## src/rtl/vlsu_pkg.sv

```systemverilog
// Shared types for the sequential-load path: per-beat txn descriptor and burst-info FIFO entry.
// Pure declarations, no logic and no latency.
// No flow control lives here; the handshakes are in the modules that use these types.
package vlsu_pkg;

    localparam int unsigned VlsuAxiDataWidth = 128;
    localparam int unsigned VlsuAxiAddrWidth = 64;
    localparam int unsigned BusNibbles       = VlsuAxiDataWidth / 4;
    localparam int unsigned BusNSize         = $clog2(BusNibbles);
    localparam int unsigned PageBytes        = 4096;
    localparam int unsigned MaxBurstBeats    = 256;

    typedef struct packed {
        logic [VlsuAxiAddrWidth-1:0] addr;
        logic                        isHead;
        logic                        isFinalTxn;
        logic [7:0]                  rmnBeat;
        logic [BusNSize:0]           lbN;
    } txn_ctrl_t;

    typedef struct packed {
        logic [VlsuAxiAddrWidth-1:0] addr;
        logic [7:0]                  len;
        logic                        isFinalTxn;
        logic [BusNSize:0]           lbN;
    } seq_txn_info_t;

endpackage

```

## src/rtl/seq_load_txn_gen_queue.sv

```systemverilog
// Generic valid/ready FIFO used as the burst-info queue between the AR and txn sides.
// Latency: one cycle from enqueue to dequeue-visible; no bypass path.
// Backpressure: enq_ready_o drops when full unless a dequeue fires in the same cycle.
module QueueFlow #(
    parameter type         T     = logic,
    parameter int unsigned DEPTH = 4
) (
    input  logic clk_i,
    input  logic rst_ni,
    input  logic enq_valid_i,
    output logic enq_ready_o,
    input  T     enq_data_i,
    output logic deq_valid_o,
    input  logic deq_ready_i,
    output T     deq_data_o
);
    localparam int unsigned PtrW = (DEPTH > 1) ? $clog2(DEPTH) : 1;
    localparam int unsigned CntW = $clog2(DEPTH + 1);

    T                mem_q [DEPTH];
    logic [PtrW-1:0] wr_ptr_q, wr_ptr_d;
    logic [PtrW-1:0] rd_ptr_q, rd_ptr_d;
    logic [CntW-1:0] cnt_q, cnt_d;
    logic            enq_fire, deq_fire;

    assign deq_valid_o = (cnt_q != '0);
    assign deq_fire    = deq_valid_o && deq_ready_i;
    assign enq_ready_o = (cnt_q != CntW'(DEPTH)) || deq_fire;
    assign enq_fire    = enq_valid_i && enq_ready_o;
    assign deq_data_o  = mem_q[rd_ptr_q];

    always_comb begin
        wr_ptr_d = wr_ptr_q;
        rd_ptr_d = rd_ptr_q;
        cnt_d    = cnt_q;
        if (enq_fire) begin
            wr_ptr_d = (wr_ptr_q == PtrW'(DEPTH - 1)) ? '0 : wr_ptr_q + PtrW'(1);
        end
        if (deq_fire) begin
            rd_ptr_d = (rd_ptr_q == PtrW'(DEPTH - 1)) ? '0 : rd_ptr_q + PtrW'(1);
        end
        if (enq_fire && !deq_fire) begin
            cnt_d = cnt_q + CntW'(1);
        end else if (deq_fire && !enq_fire) begin
            cnt_d = cnt_q - CntW'(1);
        end
    end

    always_ff @(posedge clk_i or negedge rst_ni) begin
        if (!rst_ni) begin
            wr_ptr_q <= '0;
            rd_ptr_q <= '0;
            cnt_q    <= '0;
        end else begin
            wr_ptr_q <= wr_ptr_d;
            rd_ptr_q <= rd_ptr_d;
            cnt_q    <= cnt_d;
        end
    end

    // Storage needs no reset: the count alone decides what is valid.
    always_ff @(posedge clk_i) begin
        if (enq_fire) begin
            mem_q[wr_ptr_q] <= enq_data_i;
        end
    end

endmodule

```

## src/rtl/seq_load_txn_gen.sv

```systemverilog
// Splits a contiguous load into page-safe, <=256-beat INCR bursts, issues AR, replays per-beat txn_ctrl.
// Latency: request accept -> first AR one cycle; AR fire -> first txn_ctrl beat one cycle.
// Backpressure: AR stalls while the burst-info FIFO is full; txn_ctrl held stable until ready.
module seq_load_txn_gen
    import vlsu_pkg::*;
#(
    parameter int unsigned AxiDataWidth  = VlsuAxiDataWidth,
    parameter int unsigned AxiAddrWidth  = VlsuAxiAddrWidth,
    parameter int unsigned LenWidth      = 16,
    parameter int unsigned TxnQueueDepth = 4
) (
    input  logic                    clk_i,
    input  logic                    rst_ni,
    input  logic                    req_valid_i,
    output logic                    req_ready_o,
    input  logic [AxiAddrWidth-1:0] req_addr_i,
    input  logic [LenWidth-1:0]     req_nbytes_i,
    output logic                    ar_valid_o,
    input  logic                    ar_ready_i,
    output logic [AxiAddrWidth-1:0] ar_addr_o,
    output logic [7:0]              ar_len_o,
    output logic [2:0]              ar_size_o,
    output logic [1:0]              ar_burst_o,
    output logic                    txn_ctrl_valid_o,
    input  logic                    txn_ctrl_ready_i,
    output txn_ctrl_t               txn_ctrl_o
);
    localparam int unsigned BusBytes = AxiDataWidth / 8;
    localparam int unsigned BblW     = $clog2(BusBytes);
    localparam int unsigned GeoW     = AxiAddrWidth + 1;
    localparam int unsigned BusNib   = AxiDataWidth / 4;

    localparam logic [0:0] S_IDLE  = 1'b0;
    localparam logic [0:0] S_SPLIT = 1'b1;

    typedef logic [GeoW-1:0] geo_t;

    logic [0:0]              state_q, state_d;
    logic [AxiAddrWidth-1:0] cur_addr_q, cur_addr_d;
    logic [LenWidth-1:0]     rmn_q, rmn_d;
    logic [7:0]              bc_q, bc_d;

    geo_t              cur_ext, base_a, page_end, max_end, req_end, burst_end, span;
    logic [8:0]        beats;
    logic [BblW-1:0]   tail;
    logic              is_final;
    logic [BusNSize:0] lbn;

    logic          req_fire, ar_fire, txn_fire;
    logic          fifo_enq_rdy, fifo_deq_vld, fifo_deq_rdy;
    seq_txn_info_t enq_info, head;
    logic [7:0]    rmn_beat;

    // Extra top bit keeps a burst ending exactly at the top of memory representable.
    always_comb begin
        cur_ext   = {1'b0, cur_addr_q};
        base_a    = cur_ext & ~geo_t'(BusBytes - 1);
        page_end  = (cur_ext | geo_t'(PageBytes - 1)) + geo_t'(1);
        max_end   = base_a + geo_t'(MaxBurstBeats * BusBytes);
        req_end   = cur_ext + geo_t'(rmn_q);
        burst_end = req_end;
        if (page_end < burst_end) burst_end = page_end;
        if (max_end < burst_end)  burst_end = max_end;
        is_final  = (burst_end == req_end);
        span      = burst_end - base_a;
        beats     = span[BblW+8:BblW] + 9'(|span[BblW-1:0]);
        tail      = req_end[BblW-1:0] - BblW'(1);
        lbn       = is_final ? {({1'b0, tail} + (BblW+1)'(1)), 1'b0} : (BusNSize+1)'(BusNib);
    end

    assign req_ready_o = (state_q == S_IDLE) && rst_ni;
    assign req_fire    = req_valid_i && req_ready_o;
    assign ar_valid_o  = (state_q == S_SPLIT) && fifo_enq_rdy;
    assign ar_fire     = ar_valid_o && ar_ready_i;
    assign ar_addr_o   = cur_addr_q;
    assign ar_len_o    = 8'(beats - 9'd1);
    assign ar_size_o   = 3'(BblW);
    assign ar_burst_o  = 2'b01;

    assign enq_info = '{addr: cur_addr_q, len: ar_len_o, isFinalTxn: is_final, lbN: lbn};

    always_comb begin
        state_d    = state_q;
        cur_addr_d = cur_addr_q;
        rmn_d      = rmn_q;
        case (state_q)
            S_IDLE: begin
                if (req_fire) begin
                    cur_addr_d = req_addr_i;
                    rmn_d      = req_nbytes_i;
                    state_d    = S_SPLIT;
                end
            end
            S_SPLIT: begin
                if (ar_fire) begin
                    cur_addr_d = burst_end[AxiAddrWidth-1:0];
                    rmn_d      = rmn_q - LenWidth'(burst_end - cur_ext);
                    if (is_final) state_d = S_IDLE;
                end
            end
            default: state_d = S_IDLE;
        endcase
    end

    QueueFlow #(
        .T     (seq_txn_info_t),
        .DEPTH (TxnQueueDepth)
    ) u_info_q (
        .clk_i       (clk_i),
        .rst_ni      (rst_ni),
        .enq_valid_i (ar_fire),
        .enq_ready_o (fifo_enq_rdy),
        .enq_data_i  (enq_info),
        .deq_valid_o (fifo_deq_vld),
        .deq_ready_i (fifo_deq_rdy),
        .deq_data_o  (head)
    );

    assign rmn_beat         = head.len - bc_q;
    assign txn_ctrl_valid_o = fifo_deq_vld;
    assign txn_fire         = fifo_deq_vld && txn_ctrl_ready_i;
    assign fifo_deq_rdy     = txn_ctrl_ready_i && (rmn_beat == 8'd0);
    assign txn_ctrl_o       = '{addr:       head.addr,
                                isHead:     (bc_q == 8'd0),
                                isFinalTxn: head.isFinalTxn,
                                rmnBeat:    rmn_beat,
                                lbN:        head.lbN};

    always_comb begin
        bc_d = bc_q;
        if (txn_fire) begin
            bc_d = (rmn_beat == 8'd0) ? 8'd0 : bc_q + 8'd1;
        end
    end

    always_ff @(posedge clk_i or negedge rst_ni) begin
        if (!rst_ni) begin
            state_q    <= S_IDLE;
            cur_addr_q <= '0;
            rmn_q      <= '0;
            bc_q       <= '0;
        end else begin
            state_q    <= state_d;
            cur_addr_q <= cur_addr_d;
            rmn_q      <= rmn_d;
            bc_q       <= bc_d;
        end
    end

    a_nbytes_nonzero: assert property (@(posedge clk_i) disable iff (!rst_ni)
        req_fire |-> (req_nbytes_i != '0));
    a_beats_range: assert property (@(posedge clk_i) disable iff (!rst_ni)
        (state_q == S_SPLIT) |-> (beats >= 9'd1 && beats <= 9'd256 && span[GeoW-1:BblW+9] == '0));
    a_lbn_range: assert property (@(posedge clk_i) disable iff (!rst_ni)
        ar_fire |-> (lbn >= (BusNSize+1)'(1) && lbn <= (BusNSize+1)'(BusNib)));
    a_no_wrap: assert property (@(posedge clk_i) disable iff (!rst_ni)
        (state_q == S_SPLIT) |-> (req_end <= (geo_t'(1) << AxiAddrWidth)));
    a_ar_stable: assert property (@(posedge clk_i) disable iff (!rst_ni)
        (ar_valid_o && !ar_ready_i) |=> ($stable(ar_addr_o) && $stable(ar_len_o)));

endmodule

```

## config.mk

```make
export PLATFORM = sky130hd
export DESIGN_NAME = seq_load_txn_gen
export DESIGN_NICKNAME = d
export VERILOG_FILES = /design/src/rtl/vlsu_pkg.sv /design/src/rtl/seq_load_txn_gen_queue.sv /design/src/rtl/seq_load_txn_gen.sv
export SDC_FILE = /design/constraint.sdc
export NUM_CORES = 1
export LEC_CHECK = 0
export CAP_MARGIN = 20
export CORE_MARGIN = 1
export CORE_UTILIZATION = 35
export DETAILED_ROUTE_END_ITERATION = 10
export PLACE_DENSITY = 0.6
export REMOVE_ABC_BUFFERS = 1
export SYNTH_ARGS = -nofsm -noshare
export SYNTH_HDL_FRONTEND = slang
export SYNTH_SLANG_ARGS = --single-unit
```

## constraint.sdc

```tcl
create_clock -name clk_i -period 17.47 [get_ports clk_i]
set_input_delay 4.3675 -clock clk_i [delete_from_list [all_inputs] [get_ports clk_i]]
set_output_delay 4.3675 -clock clk_i [all_outputs]
set_load 0.01 [all_outputs]
```

Word-level counts from Yosys, hierarchy flattened
Memory sizes are Yosys's and may differ from the RTL's.
Cells that the tools add are included.
{ "word_totals": {"reg_bits": 96, "mem_bits_rw": 316, "input_bits": 85, "out_inout_bits": 160, "wordCells": 72, "n_memories": 1} }
{ "memory_table": {"columns": ["memory", "depth", "width", "read_ports", "rd_ports_with_merged_regs", "write_ports", "line_no", "text"], "rows": [
  ["u_info_q.mem_q", 4, 79, 1, 0, 1, "seq_load_txn_gen_queue.sv:20", "T mem_q [DEPTH];"]
]} }
{ "classes": {"add_sub_neg": 16, "magnitude_cmp": 2, "eq_ne": 6, "n_mux": 20, "n_bitwise": 1, "n_reduce_logical": 19} }
{ "op_table": {"columns": ["op", "count"], "rows": [
  ["$lt A65 B65 Y1", 2],
  ["$mux W65", 2],
  ["$mux W64", 2],
  ["$pmux W64 S2", 1],
  ["$add A64 B1 Y65 const B", 1],
  ["$add A64 B13 Y65 const B", 1],
  ["$add A64 B16 Y65", 1],
  ["$eq A65 B65 Y1", 1],
  ["$mux W16", 2],
  ["$pmux W16 S2", 1],
  ["$sub A16 B16 Y16", 2],
  ["$logic_not A8 Y1", 2],
  ["$sub A12 B12 Y12", 1],
  ["$logic_and A1 B1 Y1", 10],
  ["$add A8 B1 Y8", 1],
  ["$add A8 B1 Y8 const B", 1],
  ["$mux W8", 1],
  ["$sub A8 B1 Y8 const B", 1],
  ["$sub A8 B8 Y8", 1],
  ["$mux W3", 2],
  ["$mux W6", 1],
  ["$add A4 B1 Y5 const B", 1],
  ["$mux W1", 5],
  ["$add A2 B1 Y2 const B", 2],
  ["16 further kinds", 19]
]} }

Longest topological paths before layout
Gate-level depths: netlist of the first run.
An unclocked memory read counts as a cell.
{ "depth": {"ltp_word": 13, "ltp_mapped": 58, "depth_no_buf": 51} }

By module
From an unflattened synthesis of the first run, not the netlist that was laid out.
{ "hier_totals": {"hier_cells": 2184, "area_unflattened_um2": 24901.4} }
{ "modules_own_cells": {"columns": ["module", "instances", "cells_each", "area_each_um2", "seq_area_each_um2"], "rows": [
  ["seq_load_txn_gen", 1, 1732, 13095.1, 2227.1],
  ["QueueFlow", 1, 452, 11806.3, 9664.3]
]} }

Least setup slack after synthesis of the first run
OpenSTA, ideal clock, no wires.
{ "synth_timing": {"kind": "register to output", "from": "register cur_addr_q[11] (netlist: ar_addr_o[11])", "to": "output port ar_len_o[6]", "arrival_ps": 9407, "t_required_ps": 13102, "path_slack_ps": 3696, "stages_incl_launch_ff": 45, "path_buffers": 5, "cell_sequence": "dfrtp_1 ha_1 buf_2 nand2_1 or4b_1 a211oi_1 or3_1 buf_2 nand3_2 nor3_1 xnor2_1 ha_1 nand4_1 nor2_1 nand4_1 nor3b_1 o2111ai_1 o31a_1 [9 not listed] a21oi_1 o21bai_1 a221o_1 a21oi_1 o21ai_0 a211oi_1 nor3b_1 nand2_1 nand2_1 o22a_1 inv_1 ha_1 nor2_1 mux2_2 a311oi_1 o311ai_4 nor4_2 xor2_1"} }
{ "synth_via": {"elab_chain_len": 9, "word_cells_on_any_way": 10, "cone_classes": "add/sub: 5; order compare: 2; mux: 2; reduce/logical: 1"} }
{ "synth_lines": {"columns": ["element", "line_no", "text"], "rows": [
  ["from (decl)", "seq_load_txn_gen.sv:39", "logic [AxiAddrWidth-1:0] cur_addr_q, cur_addr_d;"],
  ["from (signal assigned)", "seq_load_txn_gen.sv:144", "cur_addr_q <= cur_addr_d;"],
  ["$add A64 B16 Y65", "seq_load_txn_gen.sv:60", "req_end = cur_ext + geo_t'(rmn_q);"],
  ["$lt A65 B65 Y1", "seq_load_txn_gen.sv:62", "if (page_end < burst_end) burst_end = page_end;"],
  ["$mux W65", "seq_load_txn_gen.sv:62", null],
  ["$lt A65 B65 Y1", "seq_load_txn_gen.sv:63", "if (max_end < burst_end) burst_end = max_end;"],
  ["$mux W65 *", "seq_load_txn_gen.sv:63", null],
  ["$sub A12 B12 Y12 *", "seq_load_txn_gen.sv:65", "span = burst_end - base_a;"],
  ["$reduce_or A4 Y1", "seq_load_txn_gen.sv:66", "beats = span[BblW+8:BblW] + 9'(|span[BblW-1:0]);"],
  ["$add A8 B1 Y8 *", "seq_load_txn_gen.sv:66", null],
  ["$sub A8 B1 Y8 *", "seq_load_txn_gen.sv:76", "assign ar_len_o = 8'(beats - 9'd1);"],
  ["to (decl)", "seq_load_txn_gen.sv:21", "output logic [7:0] ar_len_o,"]
]} }
Every way passes the cells marked *; elsewhere a longest branch is shown, timed or not.

Worst setup path after layout of the first run
{ "layout_timing": {"from": "register cur_addr_q[0] (netlist: ar_addr_o[0])", "to": "output port ar_len_o[6]"} }
{ "layout_via": {"elab_chain_len": 9} }
{ "layout_lines": {"columns": ["element", "line_no"], "rows": [
  ["$add A64 B16 Y65 *", "seq_load_txn_gen.sv:60"],
  ["$lt A65 B65 Y1", "seq_load_txn_gen.sv:62"],
  ["$mux W65 *", "seq_load_txn_gen.sv:62"],
  ["$lt A65 B65 Y1", "seq_load_txn_gen.sv:63"],
  ["$mux W65 *", "seq_load_txn_gen.sv:63"],
  ["$sub A12 B12 Y12 *", "seq_load_txn_gen.sv:65"],
  ["$reduce_or A4 Y1", "seq_load_txn_gen.sv:66"],
  ["$add A8 B1 Y8 *", "seq_load_txn_gen.sv:66"],
  ["$sub A8 B1 Y8 *", "seq_load_txn_gen.sv:76"]
]} }
Marks and branches as above.

==> metrics.md, run 1 <==
| Metric | Value |
|---|---|
| Final hold slack | `513.0 ps` |
| Share of layout cells above drive strength 1 | `9.335%` |
| Row count | `97` |
| Bufs on Longest Clock Path | `3` |
| Die Ht | `269.0 µm` |
| Crit path launch type | `register` |
| Status | `completed` |
| Drc violations | `0` |
| Clock-pin slew on the worst setup and hold paths | `60 ps` |
| Worst skew pair latency | `600 ps` |
| Clk sink count | `408` |
| Max-Cap Viols | `0` |
| Vias | `18,990` |
| Syn Area/Cell | `11.00 µm²` |
| DPL Wire Length | `56,870 µm` |
| Crit. End Element | `output port` |
| First-pass GRT wire length | `117,300 µm` |
| Final WS setup | `827.6 ps` |
| Final #Nets | `2,731` |
| Avg WL per Cell | `22.55 µm` |
| Synth-to-layout area growth | `19.77%` |
| Die X | `269.0 µm` |
| Yosys warnings | `0` |
| Actual slew at the worst max-slew pin | `1031 ps` |
| Area contributors post-synth | `edfxtp_1 38%, dfrtp_1 9.6%, ha_1 8.7%, mux4_2 7.0%, o21ai_0 3.3%` |
| Top_reg_cell synth | `edfxtp_1` |
| GP Congestion | `0.9961` |
| Share of the synthesized area in the top cell type | `37.55%` |
| Distinct cell type count after synthesis | `80` |
| Most frequent CP cell | `o21ai_0` |
| Most common cell after layout, fill and taps aside | `edfxtp_1` |
| GRT overflow | `0` |
| Inserted Diodes | `0` |
| Crit path time final | `16,640 ps` |
| Slowest cell delay on critical path | `630 ps` |
| Fin Setup TNS | `0 ps` |
| All-Layer GR Usage | `21.42%` |
| Pre-antenna DRT Iters | `5` |
| Register area share after synthesis | `47.17%` |
| Post-Syn Area | `24,950 µm²` |
| Async set or reset register ratio after synthesis | `23.53%` |
| Routed WL | `77,470 µm` |
| Final Hold Vio Count | `0` |
| First DRT Iteration DRCs | `1,500` |
| Critical path peak fanout | `20` |
| CTS tree | `done` |
| EDFF count, synth | `312` |
| H-tree Lvls | `2` |
| Cells after Synth | `2,268` |
| CTS Buf Count | `46` |
| IO Pins | `245` |
| Initial Util | `35.51%` |
| Unrepaired setup endpoints after global routing | `no` |
| Setup Skew | `29.03 ps` |
| Post-DRT Antenna Nets | `0` |
| Final setup viols | `0` |
| Hold Path Class | `register to register` |
| WS Path Type | `register to output port` |
| Routed vias/inst | `5.525` |
| Slew margin rel. | `31.26%` |
| Vias in the first global route | `18,880` |
| Cell accounting for the most synthesized area | `edfxtp_1` |
| Total core area | `70,270 µm²` |
| Worst EP arrival | `12,270 ps` |
| Fmax achieved | `60.09 MHz` |
| WP data required | `13,100 ps` |
| Fin crit share | `95.26%` |
| Root Driver | `clkbuf_16` |
| Post-synthesis register bit count | `408` |
| Die footprint | `72,370 µm²` |
| Largest net degree at the start of global routing | `79` |
| Input/output buffers | `238` |
| Antenna violations before repair | `0` |
| Slew Limit Fails | `0` |
| Worst path slowest cell | `clkdlybuf4s50_1` |
| Setup WS pre-CTS | `1293 ps` |
| Commonest cells after routing, fill and taps aside | `312 x edfxtp_1, 237 x clkdlybuf4s50_1, 216 x nand2_1, 173 x ha_1, 165 x o21ai_0` |
-- final timing paths --
check	from	to	slack [ps]	cells after the start
setup / recovery	ar_addr_o[0]	ar_len_o[6]	830	46
hold / removal	u_info_q.cnt_q[2]	u_info_q.cnt_q[2]	510	1
setup reg to reg	ar_addr_o[0]	rmn_q[15]	4340	54
hold reg to reg	u_info_q.cnt_q[2]	u_info_q.cnt_q[2]	510	1
max in group asynchronous	rst_ni	u_info_q.rd_ptr_q[0]	12150	3
min in group asynchronous	rst_ni	ar_addr_o[40]	3950	2
-- critical path: cells and delay by family (launching register included) --
kind | cells | cell delay, ps
buf+inv | 5 | 1220
compound gates | 19 | 4350
mux | 1 | 270
xor+xnor | 3 | 810
simple gates | 13 | 2870
fa+ha+maj | 5 | 1650
flops | 1 | 490
-- per-stage QoR --
stage / utilization (%) / instance area (µm²) / instances
3_5_place_dp: 40.27 / 28300 / 3348
3_3_place_gp: 40.27 / 28300 / 3348
5_1_grt: 42.53 / 29880 / 3436
2_1_floorplan: - / 24390 / 2131
4_1_cts: 42.48 / 29850 / 3434
6_report: 42.53 / 29880 / 3436
-- cell families (layout without fill, tap and decap cells) --
group           count (synthesis)  after routing  share of synthesized area (%)
fa+ha+maj                     188            188                          9.878
buf+inv                       261            485                          4.117
simple gates                  607            607                          11.51
mux                           109            109                          8.344
xor+xnor                      154            154                          5.461
other cells                     2              6                        0.03010
compound gates                539            539                          13.49
flops                         408            408                          47.17
-- cells in the mapped netlist (all sizes together), types with 5 or more instances --
cell	number
dfrtp	96
a21o	50
o21a	7
and4	11
o21bai	11
buf	47
nand2b	18
nand4	56
mux2i	19
o2111ai	8
nand2	217
o31ai	7
mux2	12
clkbuf	94
o22ai	5
inv	120
xor2	69
a211o	9
nand3	47
a2111oi	7
a211oi	9
a31oi	19
nor4	14
a21oi	93
and3	21
fa	15
o31a	5
a221o	5
or2	8
nor3	38
mux4	78
o211ai	54
ha	173
xnor2	84
o21ai	222
nor2	141
or3	8
nor2b	7
edfxtp	312
and2	10
-- per-layer routing --
| metal | vias up | share of wire [%] | global-route usage (%) |
|---|---|---|---|
| met5 | - | 0 | 0 |
| met4 | 0 | 1.8 | 4.822 |
| met3 | 93 | 5.8 | 2.922 |
| met2 | 607 | 47 | 34.51 |
| met1 | 9460 | 46 | 30.53 |
| li1 | 8825 | - | - |
-- cell type report --
| class | count | area (µm²) |
|---|---|---|
| inverter | 120 | 450.4 |
| sequential | 408 | 11780 |
| clock inverter | 25 | 284.0 |
| multi-input combinational | 1603 | 12220 |
| clock buffer | 61 | 1269 |
| tap | 940 | 1176 |
| timing repair buffer | 279 | 2700 |
| fill | 6570 | 40390 |
-- registers in the layout, summed over array words and instances (netlist names) --
signal and cells:
rmn_q 16, u_info_q.rd_ptr_q 2, u_info_q.wr_ptr_q 2, bc_q 8
state_q 1, u_info_q.mem_q 312, u_info_q.cnt_q 3, ar_addr_o 64
-- timing repair --
item                       in CTS  in global routing
resized for setup               0                  5
setup endpoints to repair       0                  5
setup buffers                   0                  2
hold buffers                    0                  0
Power of run 1 is left out: the tool's default activity adds up to more than one toggle a clock period on the data nets, which glitch-free logic cannot reach.
==> inputs of run 2 (changes only) <==
--- a/config.mk
+++ b/config.mk
@@ -5,7 +5,9 @@
 export SDC_FILE = /design/constraint.sdc
 export NUM_CORES = 1
 export LEC_CHECK = 0
+export ABC_CLOCK_PERIOD_IN_PS = 17470
 export CAP_MARGIN = 20
+export CORE_ASPECT_RATIO = 0.5
 export CORE_MARGIN = 1
 export CORE_UTILIZATION = 35
 export DETAILED_ROUTE_END_ITERATION = 10
==> metrics.md, run 2 (synthesized netlist as in run 1, its figures left out) <==
| Metric | Value |
|---|---|
| Status | `completed (unchanged)` |
| Actual slew at the worst max-slew pin | `931.3 ps (was 1031 ps)` |
| Cell family with most CP delay | `compound AO/OA/AOI/OAI gates (unchanged)` |
| Antenna violations before repair | `1 (was 0)` |
| Drc violations | `0 (unchanged)` |
| Hold Path Class | `register to register (unchanged)` |
| Worst EP arrival | `12,380 ps (was 12,270 ps)` |
| Reg with most FFs | `u_info_q.mem_q (unchanged)` |
| IO Pins | `245 (unchanged)` |
| DPL Wire Length | `58,460 µm (was 56,870 µm)` |
| Most common cell after layout, fill and taps aside | `edfxtp_1 (unchanged)` |
| WS Path Type | `register to output port (unchanged)` |
| Slew margin rel. | `37.34% (was 31.26%)` |
| Die footprint | `72,430 µm² (was 72,370 µm²)` |
| Final #Nets | `2,730 (was 2,731)` |
| Crit path launch type | `register (unchanged)` |
| Routed vias/inst | `5.561 (was 5.525)` |
| Final Hold Vio Count | `0 (unchanged)` |
| Input/output buffers | `238 (unchanged)` |
| Critical path peak fanout | `22 (was 20)` |
| CTS Buf Count | `42 (was 46)` |
| Share of layout cells above drive strength 1 | `9.120% (was 9.335%)` |
| Avg WL per Cell | `23.26 µm (was 22.55 µm)` |
| Fmax achieved | `59.70 MHz (was 60.09 MHz)` |
| First DRT Iteration DRCs | `1,834 (was 1,500)` |
| Unrepaired setup endpoints after global routing | `no (unchanged)` |
| Largest net degree at the start of global routing | `79 (unchanged)` |
| Resized Gates After CTS | `0 (unchanged)` |
| First-pass GRT wire length | `119,300 µm (was 117,300 µm)` |
| Initial Util | `35.77% (was 35.51%)` |
| Fin crit share | `95.88% (was 95.26%)` |
| Vias in the first global route | `18,540 (was 18,880)` |
| Max FFs per register | `312 (unchanged)` |
| Reg2reg path depth | `51 (was 54)` |
| Row count | `68 (was 97)` |
| Post-DRT Antenna Nets | `0 (unchanged)` |
| Vias | `19,100 (was 18,990)` |
| Worst skew pair latency | `590 ps (was 600 ps)` |
| Die Ht | `190.8 µm (was 269.0 µm)` |
| Slew Limit Fails | `0 (unchanged)` |
| GP Congestion | `0.9936 (was 0.9961)` |
| Root Driver | `clkbuf_16 (unchanged)` |
| Synth-to-layout area growth | `19.11% (was 19.77%)` |
| Buf/Inv on CP | `5 (unchanged)` |
| Routed WL | `79,900 µm (was 77,470 µm)` |
| Final WS setup | `719.9 ps (was 827.6 ps)` |
| Crit. End Element | `output port (unchanged)` |
| Clock-pin slew on the worst setup and hold paths | `60 ps (about the same)` |
| Cts hold-fix bufs | `0 (unchanged)` |
| All-Layer GR Usage | `21.76% (was 21.42%)` |
| Die X | `379.6 µm (was 269.0 µm)` |
| Fin Setup TNS | `0 ps (unchanged)` |
| Final setup viols | `0 (unchanged)` |
| WP depth | `43 (was 46)` |
| Max-Cap Viols | `0 (unchanged)` |
| Bufs on Longest Clock Path | `3 (unchanged)` |
| Pre-antenna DRT Iters | `5 (unchanged)` |
| Setup WS pre-CTS | `1124 ps (was 1293 ps)` |
| Commonest cells after routing, fill and taps aside | `312 x edfxtp_1, 237 x clkdlybuf4s50_1, 215 x nand2_1, 173 x ha_1, 165 x o21ai_0 (was 312 x edfxtp_1, 237 x clkdlybuf4s50_1, 216 x nand2_1, 173 x ha_1, 165 x o21ai_0)` |
| Slowest cell delay on critical path | `600 ps (was 630 ps)` |
| Setup Skew | `43.39 ps (was 29.03 ps)` |
| WP data required | `13,100 ps (about the same)` |
| Worst path slowest cell | `clkdlybuf4s50_1 (unchanged)` |
| Crit path time final | `16,750 ps (was 16,640 ps)` |
| Final hold slack | `493.7 ps (was 513.0 ps)` |
| H-tree Lvls | `2 (unchanged)` |
| Post-CTS Setup Inserts | `0 (unchanged)` |
| Hold Path Stages | `1 (unchanged)` |
| Total core area | `69,770 µm² (was 70,270 µm²)` |
| FILL cells | `6,663 (was 6,570)` |
| CTS tree | `done (unchanged)` |
| GRT overflow | `0 (unchanged)` |
| Clk sink count | `408 (unchanged)` |
-- run 2: path summary, 6_finish.rpt --
kind	start	to	slack [ps]
setup / recovery	ar_addr_o[0]	ar_len_o[6]	720
hold / removal	u_info_q.cnt_q[2]	u_info_q.cnt_q[2]	490
min in group asynchronous	rst_ni	ar_addr_o[5]	3830
setup reg to reg	ar_addr_o[0]	rmn_q[15]	4300
hold reg to reg	u_info_q.cnt_q[2]	u_info_q.cnt_q[2]	490
max in group asynchronous	rst_ni	u_info_q.rd_ptr_q[0]	12370
-- run 2: layout make-up --
| type | instances | area (µm²) | share of cell area [%] |
|---|---|---|---|
| Antenna cell | 1 | 2.502 | 0.008420 |
| Clock buffer | 60 | 1129 | 3.797 |
| Clock inverter | 16 | 212.7 | 0.7157 |
| Inverter | 120 | 450.4 | 1.516 |
| Multi-Input combinational cell | 1604 | 12260 | 41.25 |
| Sequential cell | 408 | 11780 | 39.64 |
| Tap cell | 945 | 1182 | 3.978 |
| Timing Repair Buffer | 281 | 2703 | 9.093 |
-- run 2: per-layer routing --
layer / global-route usage, % / up-vias / share of wire (%)
met3: 2.986 / 81 / 6.4
met4: 4.391 / 0 / 1.5
li1: - / 8815 / -
met2: 33.50 / 659 / 45
met5: 0 / - / 0
met1: 32.52 / 9546 / 47
-- run 2: per-stage QoR --
stage          cell area (µm²)  cells  util (%)
2_1_floorplan            24390   2131         -
3_3_place_gp             28310   3356     40.58
3_5_place_dp             28320   3357     40.60
4_1_cts                  29660   3433     42.52
5_1_grt                  29720   3435     42.60
6_report                 29720   3435     42.60
-- run 2: worst register-to-register path: cells and delay by family, from the launching register on --
family,cells,cell delay [ps]
AOI/OAI and AO/OA,29,7100
xor gates and xnor gates,2,650
adders and majority gates,6,2010
buffers and inverters,5,950
DFF,1,490
and+or+nand+nor,9,1860
Power of run 2 is left out for the same reason.
